--- config.mk ---
export PLATFORM = sky130hd
export DESIGN_NAME = vga_timing
export DESIGN_NICKNAME = d
export VERILOG_FILES = /design/src/rtl/vga_timing.sv
export SDC_FILE = /design/constraint.sdc
export NUM_CORES = 1
export LEC_CHECK = 0
export ABC_AREA = 1
export BUFFER_PORTS_ARGS = -buffer_cell sky130_fd_sc_hd__buf_2
export CAP_MARGIN = 25
export CORE_MARGIN = 4
export CORE_UTILIZATION = 30
export CTS_CLUSTER_SIZE = 10
export DETAILED_ROUTE_END_ITERATION = 10
export GPL_ROUTABILITY_DRIVEN = 0
export PLACE_DENSITY = 0.44
export RECOVER_POWER = 25
export SLEW_MARGIN = 20
export SYNTH_ARGS = -nofsm -noshare
export SYNTH_HDL_FRONTEND = slang
export SYNTH_SLANG_ARGS = --single-unit
--- constraint.sdc ---
create_clock -name clk -period 1.5 [get_ports clk]
set_input_delay 0.3 -clock clk [delete_from_list [all_inputs] [get_ports clk]]
set_output_delay 0.3 -clock clk [all_outputs]
set_load 0.05 [all_outputs]
--- src/rtl/vga_timing.sv ---
// -----------------------------------------------------------------------------
// vga_timing
//
// Pixel-timing generator for the 640x480 @ 60 Hz display path. Holds the
// horizontal and vertical position counters and turns them into registered
// sync, blanking, position and frame-start outputs.
//
// Optional build macro: VGA_CLK_DIV2_EN
//   undefined : every clk edge is a pixel tick (clk = 25 MHz pixel clock).
//   defined   : an internal toggle flop enables every second clk edge, so a
//               50 MHz clk produces the same 25 MHz timing. Every output value
//               then persists for two clk cycles.
//
// Ports:
//   clk         in   system clock
//   rst         in   asynchronous reset, active low
//   hsync       out  horizontal sync, active low
//   vsync       out  vertical sync, active low
//   blank_n     out  1 = visible pixel, 0 = blanking
//   row         out  visible line index 0..V_ACTIVE-1, 0 while blanked
//   column      out  visible pixel index 0..H_ACTIVE-1, 0 while blanked
//   frame_start out  one-tick pulse presenting the first pixel of a frame
//
// All outputs are registered decodes of the counter values before the
// increment, so they trail the counters by exactly one pixel tick. The first
// tick after reset release therefore presents pixel (0,0).
// Totals must fit the 10-bit counters (<= 1024) and V_ACTIVE must be <= 512.
// -----------------------------------------------------------------------------
module vga_timing #(
    parameter int H_ACTIVE = 640,
    parameter int H_FP     = 16,
    parameter int H_SYNC   = 96,
    parameter int H_BP     = 48,
    parameter int V_ACTIVE = 480,
    parameter int V_FP     = 10,
    parameter int V_SYNC   = 2,
    parameter int V_BP     = 33
) (
    input  logic       clk,
    input  logic       rst,
    output logic       hsync,
    output logic       vsync,
    output logic       blank_n,
    output logic [8:0] row,
    output logic [9:0] column,
    output logic       frame_start
);

    localparam int H_TOTAL = H_ACTIVE + H_FP + H_SYNC + H_BP;
    localparam int V_TOTAL = V_ACTIVE + V_FP + V_SYNC + V_BP;

    // Compare in 11 bits so a sync end or total of exactly 1024 still fits.
    localparam logic [10:0] H_ACT      = 11'(H_ACTIVE);
    localparam logic [10:0] H_SYNC_BEG = 11'(H_ACTIVE + H_FP);
    localparam logic [10:0] H_SYNC_END = 11'(H_ACTIVE + H_FP + H_SYNC);
    localparam logic [10:0] H_LAST     = 11'(H_TOTAL - 1);
    localparam logic [10:0] V_ACT      = 11'(V_ACTIVE);
    localparam logic [10:0] V_SYNC_BEG = 11'(V_ACTIVE + V_FP);
    localparam logic [10:0] V_SYNC_END = 11'(V_ACTIVE + V_FP + V_SYNC);
    localparam logic [10:0] V_LAST     = 11'(V_TOTAL - 1);

    logic [9:0]  h_cnt;
    logic [9:0]  v_cnt;
    logic [10:0] h_ext;
    logic [10:0] v_ext;
    logic        tick;
    logic        h_wrap;
    logic        v_wrap;
    logic        active;
    logic        h_sync_zone;
    logic        v_sync_zone;

`ifdef VGA_CLK_DIV2_EN
    // Toggle flop: tick is high on every second clk edge, starting with the
    // second edge after reset release.
    logic div_q;

    always_ff @(posedge clk or negedge rst) begin
        if (!rst) begin
            div_q <= 1'b0;
        end else begin
            div_q <= ~div_q;
        end
    end

    assign tick = div_q;
`else
    assign tick = 1'b1;
`endif

    assign h_ext  = {1'b0, h_cnt};
    assign v_ext  = {1'b0, v_cnt};
    assign h_wrap = (h_ext == H_LAST);
    assign v_wrap = (v_ext == V_LAST);
    assign active = (h_ext < H_ACT) && (v_ext < V_ACT);

    assign h_sync_zone = (h_ext >= H_SYNC_BEG) && (h_ext < H_SYNC_END);
    // vsync covers whole lines: it depends on v_cnt only.
    assign v_sync_zone = (v_ext >= V_SYNC_BEG) && (v_ext < V_SYNC_END);

    always_ff @(posedge clk or negedge rst) begin
        if (!rst) begin
            h_cnt       <= '0;
            v_cnt       <= '0;
            hsync       <= 1'b1;
            vsync       <= 1'b1;
            blank_n     <= 1'b0;
            row         <= '0;
            column      <= '0;
            frame_start <= 1'b0;
        end else if (tick) begin
            // Position counters: h wraps every line, v advances on that wrap.
            if (h_wrap) begin
                h_cnt <= '0;
                v_cnt <= v_wrap ? '0 : v_cnt + 10'd1;
            end else begin
                h_cnt <= h_cnt + 10'd1;
            end

            // Both indices are forced to zero on every blanked tick (horizontal
            // and vertical blanking alike) so the color stage never sees a
            // stale coordinate.
            blank_n     <= active;
            column      <= active ? h_cnt : '0;
            row         <= active ? v_cnt[8:0] : '0;
            hsync       <= ~h_sync_zone;
            vsync       <= ~v_sync_zone;
            frame_start <= (h_cnt == 10'd0) && (v_cnt == 10'd0);
        end
    end

endmodule

==> impl_metrics.yaml, run 1 <==
setup_path:
  crit_arrival_ns: 1.56
  crit_chain: "ha_1 > nand2_1 > inv_1 > nand3_2 > nor2_4 > buf_12 > nand2_2 > xor2_1"
  cp_top_family: "flip-flops"
  crit_required_ns: 1.68
  path_buf_inv: 2
  slowest_delay_ns: 0.38
  path_class: "reg2reg"
  slowest_stage: "dfrtp_1"
  cp-end-kind: "flop"
  cp_max_fo: 20
  startpoint_type: "flop"
clock_tree:
  clk_pin_slew_worst_paths_ns: 0.08
  cts_tree: "built"
  cts_max_level: 2
  root_buffer: "clkbuf_8"
  cts_setup_buffers: 0
  cts_sinks: 43
  clock_path_buffers: 2
  clk_latency_ns: 0.29
  cts_buffers: 5
routing:
  viasPerCell: 4.45
  drc_errors: 0
  routed_wl_um: 4090
  dr_total_vias: 1441
  first_pass_iters: 4
  ant_nets: 0
  routedWlPerCell_um: 12.6
  drt_iter0_drc: 87
floorplan:
  io-pin-count: 25
  initial_core_util_pct: 31.6
  dieArea_sq_um: 7720
  die_h_um: 87.9
  chipWidth_um: 87.9
  num_rows: 28
  core_area_sq_um: 6060
grt:
  grt_pass1_vias: 1400
  grt_overflow: 0
  grt.met2_usage_pct: 16.6
  grt_pass1_wl_um: 7010
  met3_usage_pct: 2.73
  antenna_found_initial: 0
  grt_max_degree: 44
  gr-usage-met1_pct: 17.7
  busiest_layer: "met1"
  grt_usage_pct: 11.9
status:
  status: "completed"
yosys:
  synth_edf_count: 0
  synth_area_leaders: "dfrtp_1, nand2_1, nor2_1"
  synth_top_area_share_pct: 53.6
  synth_seq_cells: 43
  synth.cell_area_sq_um: 1910
  synth_area_per_cell_sq_um: 9.12
  syn_nets: 216
  synth_flop_cell: "dfrtp_1"
  yosys.area.top_type: "dfrtp_1"
  async_reset_ff_share_pct: 100
  synth.distinct_cells: 26
  netlist_instances: 210
  synth.most_common_cell: "dfrtp_1"
  ys_top_cells_by_count: "dfrtp_1, nand2_1, nor2_1"
  ys_seq_area_share_pct: 56.3
  yosys_warnings: 0
pwr:
  cellPowerDensity_nw_per_um2: 832
  ir_worst_vdd_mv: 0.372
  switching_share_pct: 21.6
  clockPowerShare_pct: 37.6
  switchingPower_uw: 410
  pwr-share-comb_pct: 1.4
  power_frac_seq_pct: 61.0
  internal_power_mw: 1.49
  leakagePower_nw: 1.16
final_layout:
  regArea_sq_um: 1080
  nets: 254
  nFillCells: 629
  fin_cells: 324
  drive_above_1_share_pct: 26.1
  syn_to_final_growth_pct: 19.3
  multiInputGateArea_sq_um: 693
  n_antenna_cell: 0
timing:
  finClkSkew_ns: 0.00634
  tns_ns: 0
  grt_setup_unrepaired: "yes"
  period_minus_slack_ns: 1.38
  max_freq_ghz: 0.723
  slew_violations: 0
  worst_pin_slew_ns: 0.602
  setup_violations: 0
  period_share_pct: 92.2
  slew_headroom_pct: 59.9
  hold_violations: 0
worst_hold_path:
  hold_class: "reg2reg"
placement:
  dp_hpwl_um: 3030
  numPortBuffers: 24
  placedCellCount: 315
run:
  max_cap_viol_count: 0
-- power groups by stage --
| stage | clock network, mW | logic, mW | registers [mW] |
|---|---|---|---|
| floorplan | 0 | 0.000000406 | 1.18 |
| finish | 0.715 | 0.0266 | 1.16 |
| detailed placement | 0 | 0.0324 | 1.18 |
| global route | 0.788 | 0.0330 | 1.16 |
| global placement | 0 | 0.0322 | 1.18 |
| CTS | 0.752 | 0.0340 | 1.16 |
-- area by class of cell --
class	count	area share (%)
multi-input cells	133	30.4
flip-flops and latches	43	47.2
inverters	29	4.88
clock inverters	1	0.219
clock buffers	7	3.34
well taps	75	4.11
repair buffers	36	9.86
-- through the flow --
stage               cell area (sq um)  setup WS (ns)  util, %  total power [mW]  hold slack [ns]
floorplan                        1910          0.156        -              1.18          0.00441
global placement                 2190         0.0753     36.2              1.21            0.296
detailed placement               2190          0.105     36.2              1.21            0.301
CTS                              2280         0.0826     37.7              1.94            0.514
global route                     2280       -0.00752     37.7              1.98            0.584
finish                           2280          0.116     37.7              1.90            0.542
-- path summary, 6_finish.rpt --
check | from | to | slack, ns | cells past startpoint
max | h_cnt[1]$_DFF_PN0_ | v_cnt[6]$_DFFE_PN0N_ | 0.12 | 8
min | v_cnt[1]$_DFFE_PN0N_ | vsync$_DFF_PN1_ | 0.54 | 1
max reg2reg | h_cnt[1]$_DFF_PN0_ | v_cnt[6]$_DFFE_PN0N_ | 0.12 | 8
min reg2reg | v_cnt[1]$_DFFE_PN0N_ | vsync$_DFF_PN1_ | 0.54 | 1
max in group asynchronous | rst | v_cnt[6]$_DFFE_PN0N_ | 0.43 | 3
min in group asynchronous | rst | h_cnt[6]$_DFF_PN0_ | 0.65 | 3
-- layer usage --
layer  vias to the layer above  wire, um  part of all wire (%)
met5                         -         0                     0
met4                         0        53                   1.3
met3                         4       213                   5.2
met2                        37      1750                    43
met1                       659      2080                    51
li1                        741         -                     -
-- flip-flops by register name (all words and copies together), names as in the netlist --
register     count
blank_n          1
hsync            1
column          10
h_cnt           10
vsync            1
v_cnt           10
row              9
frame_start      1
-- worst reg2reg max path, cell delays in order, from the launching register on --
cell	delay, ns
dfrtp_1	0.38
ha_1	0.18
nand2_1	0.07
inv_1	0.08
nand3_2	0.10
nor2_4	0.12
buf_12	0.16
nand2_2	0.06
xor2_1	0.14
-- placed cells by master, fill, tap and decap left out, types with 2 or more instances in the layout --
cell | netlist | routed
buf_2 | 1 | 24
buf_4 | 1 | 9
clkbuf_1 | 0 | 2
clkbuf_8 | 0 | 5
dfrtp_1 | 41 | 41
dfstp_2 | 2 | 2
ha_1 | 4 | 4
inv_1 | 27 | 27
nand2_1 | 36 | 35
nand2_2 | 1 | 2
nand3_1 | 14 | 14
nand3_2 | 2 | 2
nand4_1 | 8 | 8
nor2_1 | 31 | 29
nor2_2 | 10 | 11
nor2_4 | 2 | 3
nor3_1 | 6 | 6
o21ai_0 | 11 | 11
xor2_1 | 4 | 4
-- cells by family (layout without fill, tap and decap cells) --
group                    count (synthesis)  count (layout)  synth area share (%)
AND/OR/NAND/NOR                        112             112                  27.5
AO/OA/AOI/OAI                           13              13                  3.66
adder cells (fa/ha/maj)                  4               4                  2.61
buffers and inverters                   34              73                  8.10
flip-flops                              43              43                  56.3
XOR/XNOR                                 4               4                  1.83
-- repair_timing --
| item | CTS | global route |
|---|---|---|
| hold buffers | 1 | 0 |
| setup endpoints to repair | 0 | 10 |
| endpoints found under the hold margin | 41 | 0 |
| resized for setup | 0 | 4 |
No activity file was read; power rests on OpenSTA's default activity.
==> run 2, diff against run 1 <==
--- a/config.mk
+++ b/config.mk
@@ -13,6 +13,7 @@
 export CTS_CLUSTER_SIZE = 10
 export DETAILED_ROUTE_END_ITERATION = 10
 export GPL_ROUTABILITY_DRIVEN = 0
+export MAX_ROUTING_LAYER = met4
 export PLACE_DENSITY = 0.44
 export RECOVER_POWER = 25
 export SLEW_MARGIN = 20
==> impl_metrics.yaml, run 2 (synthesized netlist as in run 1, its figures left out) <==
status:
  status: "completed"
setup_path:
  startpoint_type: "flop"
  path_buf_inv: 2
  crit_required_ns: 1.68
  cp_top_family: "flip-flops"
  slowest_stage: "dfrtp_1"
  path_class: "reg2reg"
  cp_max_fo: 20
  crit_arrival_ns: 1.56
  cp-end-kind: "flop"
  slowest_delay_ns: 0.38
  crit_chain: "ha_1 > nand2_1 > inv_1 > nand3_2 > nor2_4 > buf_12 > nand2_2 > xor2_1"
clock_tree:
  clk_pin_slew_worst_paths_ns: 0.08
  cts_max_level: 2
  clk_latency_ns: 0.29
  cts_tree: "built"
  root_buffer: "clkbuf_8"
  cts_buffers: 5
  clock_path_buffers: 2
  cts_setup_buffers: 0
  cts_sinks: 43
placement:
  post-place-ws_ns: 0.105
  numPortBuffers: 24
  dp_hpwl_um: 3030
pwr:
  leakagePower_nw: 1.16
  finalPower_mw: 1.90
  ir_worst_vdd_mv: 0.371
  cellPowerDensity_nw_per_um2: 832
timing:
  period_share_pct: 92.2
  hold_violations: 0
  timing.hold.ws_ns: 0.543
  worst_pin_slew_ns: 0.604
  slew_violations: 0
  finClkSkew_ns: 0.00647
  period_minus_slack_ns: 1.38
  setup_violations: 0
  slew_headroom_pct: 59.7
  finalWorstSetupSlack_ns: 0.117
  max_freq_ghz: 0.723
  tns_ns: 0
  grt_setup_unrepaired: "yes"
grt:
  grt_pass1_wl_um: 7020
  grt_usage_pct: 12.3
  antenna_found_initial: 0
  grt_pass1_vias: 1398
  grt_overflow: 0
  grt_max_degree: 44
final_layout:
  syn_to_final_growth_pct: 19.3
  reg.largest.list: "column: 10 flops, h_cnt: 10 flops, v_cnt: 10 flops"
  nets: 254
  n_antenna_cell: 0
  nFillCells: 629
  drive_above_1_share_pct: 26.1
  utilization_pct: 37.7
  layout_commonest_cell: "dfrtp_1"
  final_cell_mix: "dfrtp_1, nand2_1, nor2_1, inv_1, buf_2"
floorplan:
  num_rows: 28
  dieArea_sq_um: 7720
  initial_core_util_pct: 31.6
  io-pin-count: 25
  chipWidth_um: 87.9
  die_h_um: 87.9
  core_area_sq_um: 6060
routing:
  dr_total_vias: 1433
  drt_iter0_drc: 73
  drc_errors: 0
  routedWlPerCell_um: 12.7
  first_pass_iters: 4
  routed_wl_um: 4100
  viasPerCell: 4.42
  ant_nets: 0
worst_hold_path:
  hold_class: "reg2reg"
run:
  max_cap_viol_count: 0
run 2: timing repair:
action,4_1_cts,5_1_grt
hold endpoints to repair,41,0
setup endpoints to repair,0,10
hold buffers,1,0
resized for setup,0,4
run 2: path summary, 6_finish.rpt:
kind                                       from              endpoint  slack [ns]  cells after the start
max reg2reg                  h_cnt[1]$_DFF_PN0_  v_cnt[6]$_DFFE_PN0N_        0.12                      8
min reg2reg                v_cnt[1]$_DFFE_PN0N_       vsync$_DFF_PN1_        0.54                      1
min                        v_cnt[1]$_DFFE_PN0N_       vsync$_DFF_PN1_        0.54                      1
min in group asynchronous                   rst    h_cnt[6]$_DFF_PN0_        0.65                      3
max in group asynchronous                   rst  v_cnt[6]$_DFFE_PN0N_        0.43                      3
max                          h_cnt[1]$_DFF_PN0_  v_cnt[6]$_DFFE_PN0N_        0.12                      8
run 2: worst register-to-register path, stage by stage (launching register included):
cell,delay (ns)
dfrtp_1,0.38
ha_1,0.18
nand2_1,0.07
inv_1,0.08
nand3_2,0.10
nor2_4,0.12
buf_12,0.16
nand2_2,0.06
xor2_1,0.14
run 2: where the power goes:
group / leakage [nW] / internal [mW] / switching [mW]
Sequential: 0.565 / 1.16 / 0
Combinational: 0.551 / 0.00412 / 0.0226
Clock: 0.0422 / 0.327 / 0.388
run 2: area by class of cell:
class                           count  area [sq um]  share of cell area (%)
Sequential cell                    43          1080                    47.2
Tap cell                           75          93.8                    4.11
Multi-Input combinational cell    133           693                    30.4
Clock inverter                      1          5.00                   0.219
Timing Repair Buffer               36           225                    9.86
Clock buffer                        7          76.3                    3.34
Inverter                           29           111                    4.88
run 2: through the flow:
stage	instance area, sq um	cells
6_report	2280	324
5_1_grt	2280	324
4_1_cts	2280	324
3_5_place_dp	2190	315
3_3_place_gp	2190	315
2_1_floorplan	1910	210
run 2: per-layer routing:
layer  track usage [%]  wire length [um]  vias up
li1                  -                 -      737
met1              17.7              2080      659
met2              16.6              1760       33
met3              2.73               209        4
met4              5.02                53        0
met5                 -                 0        -
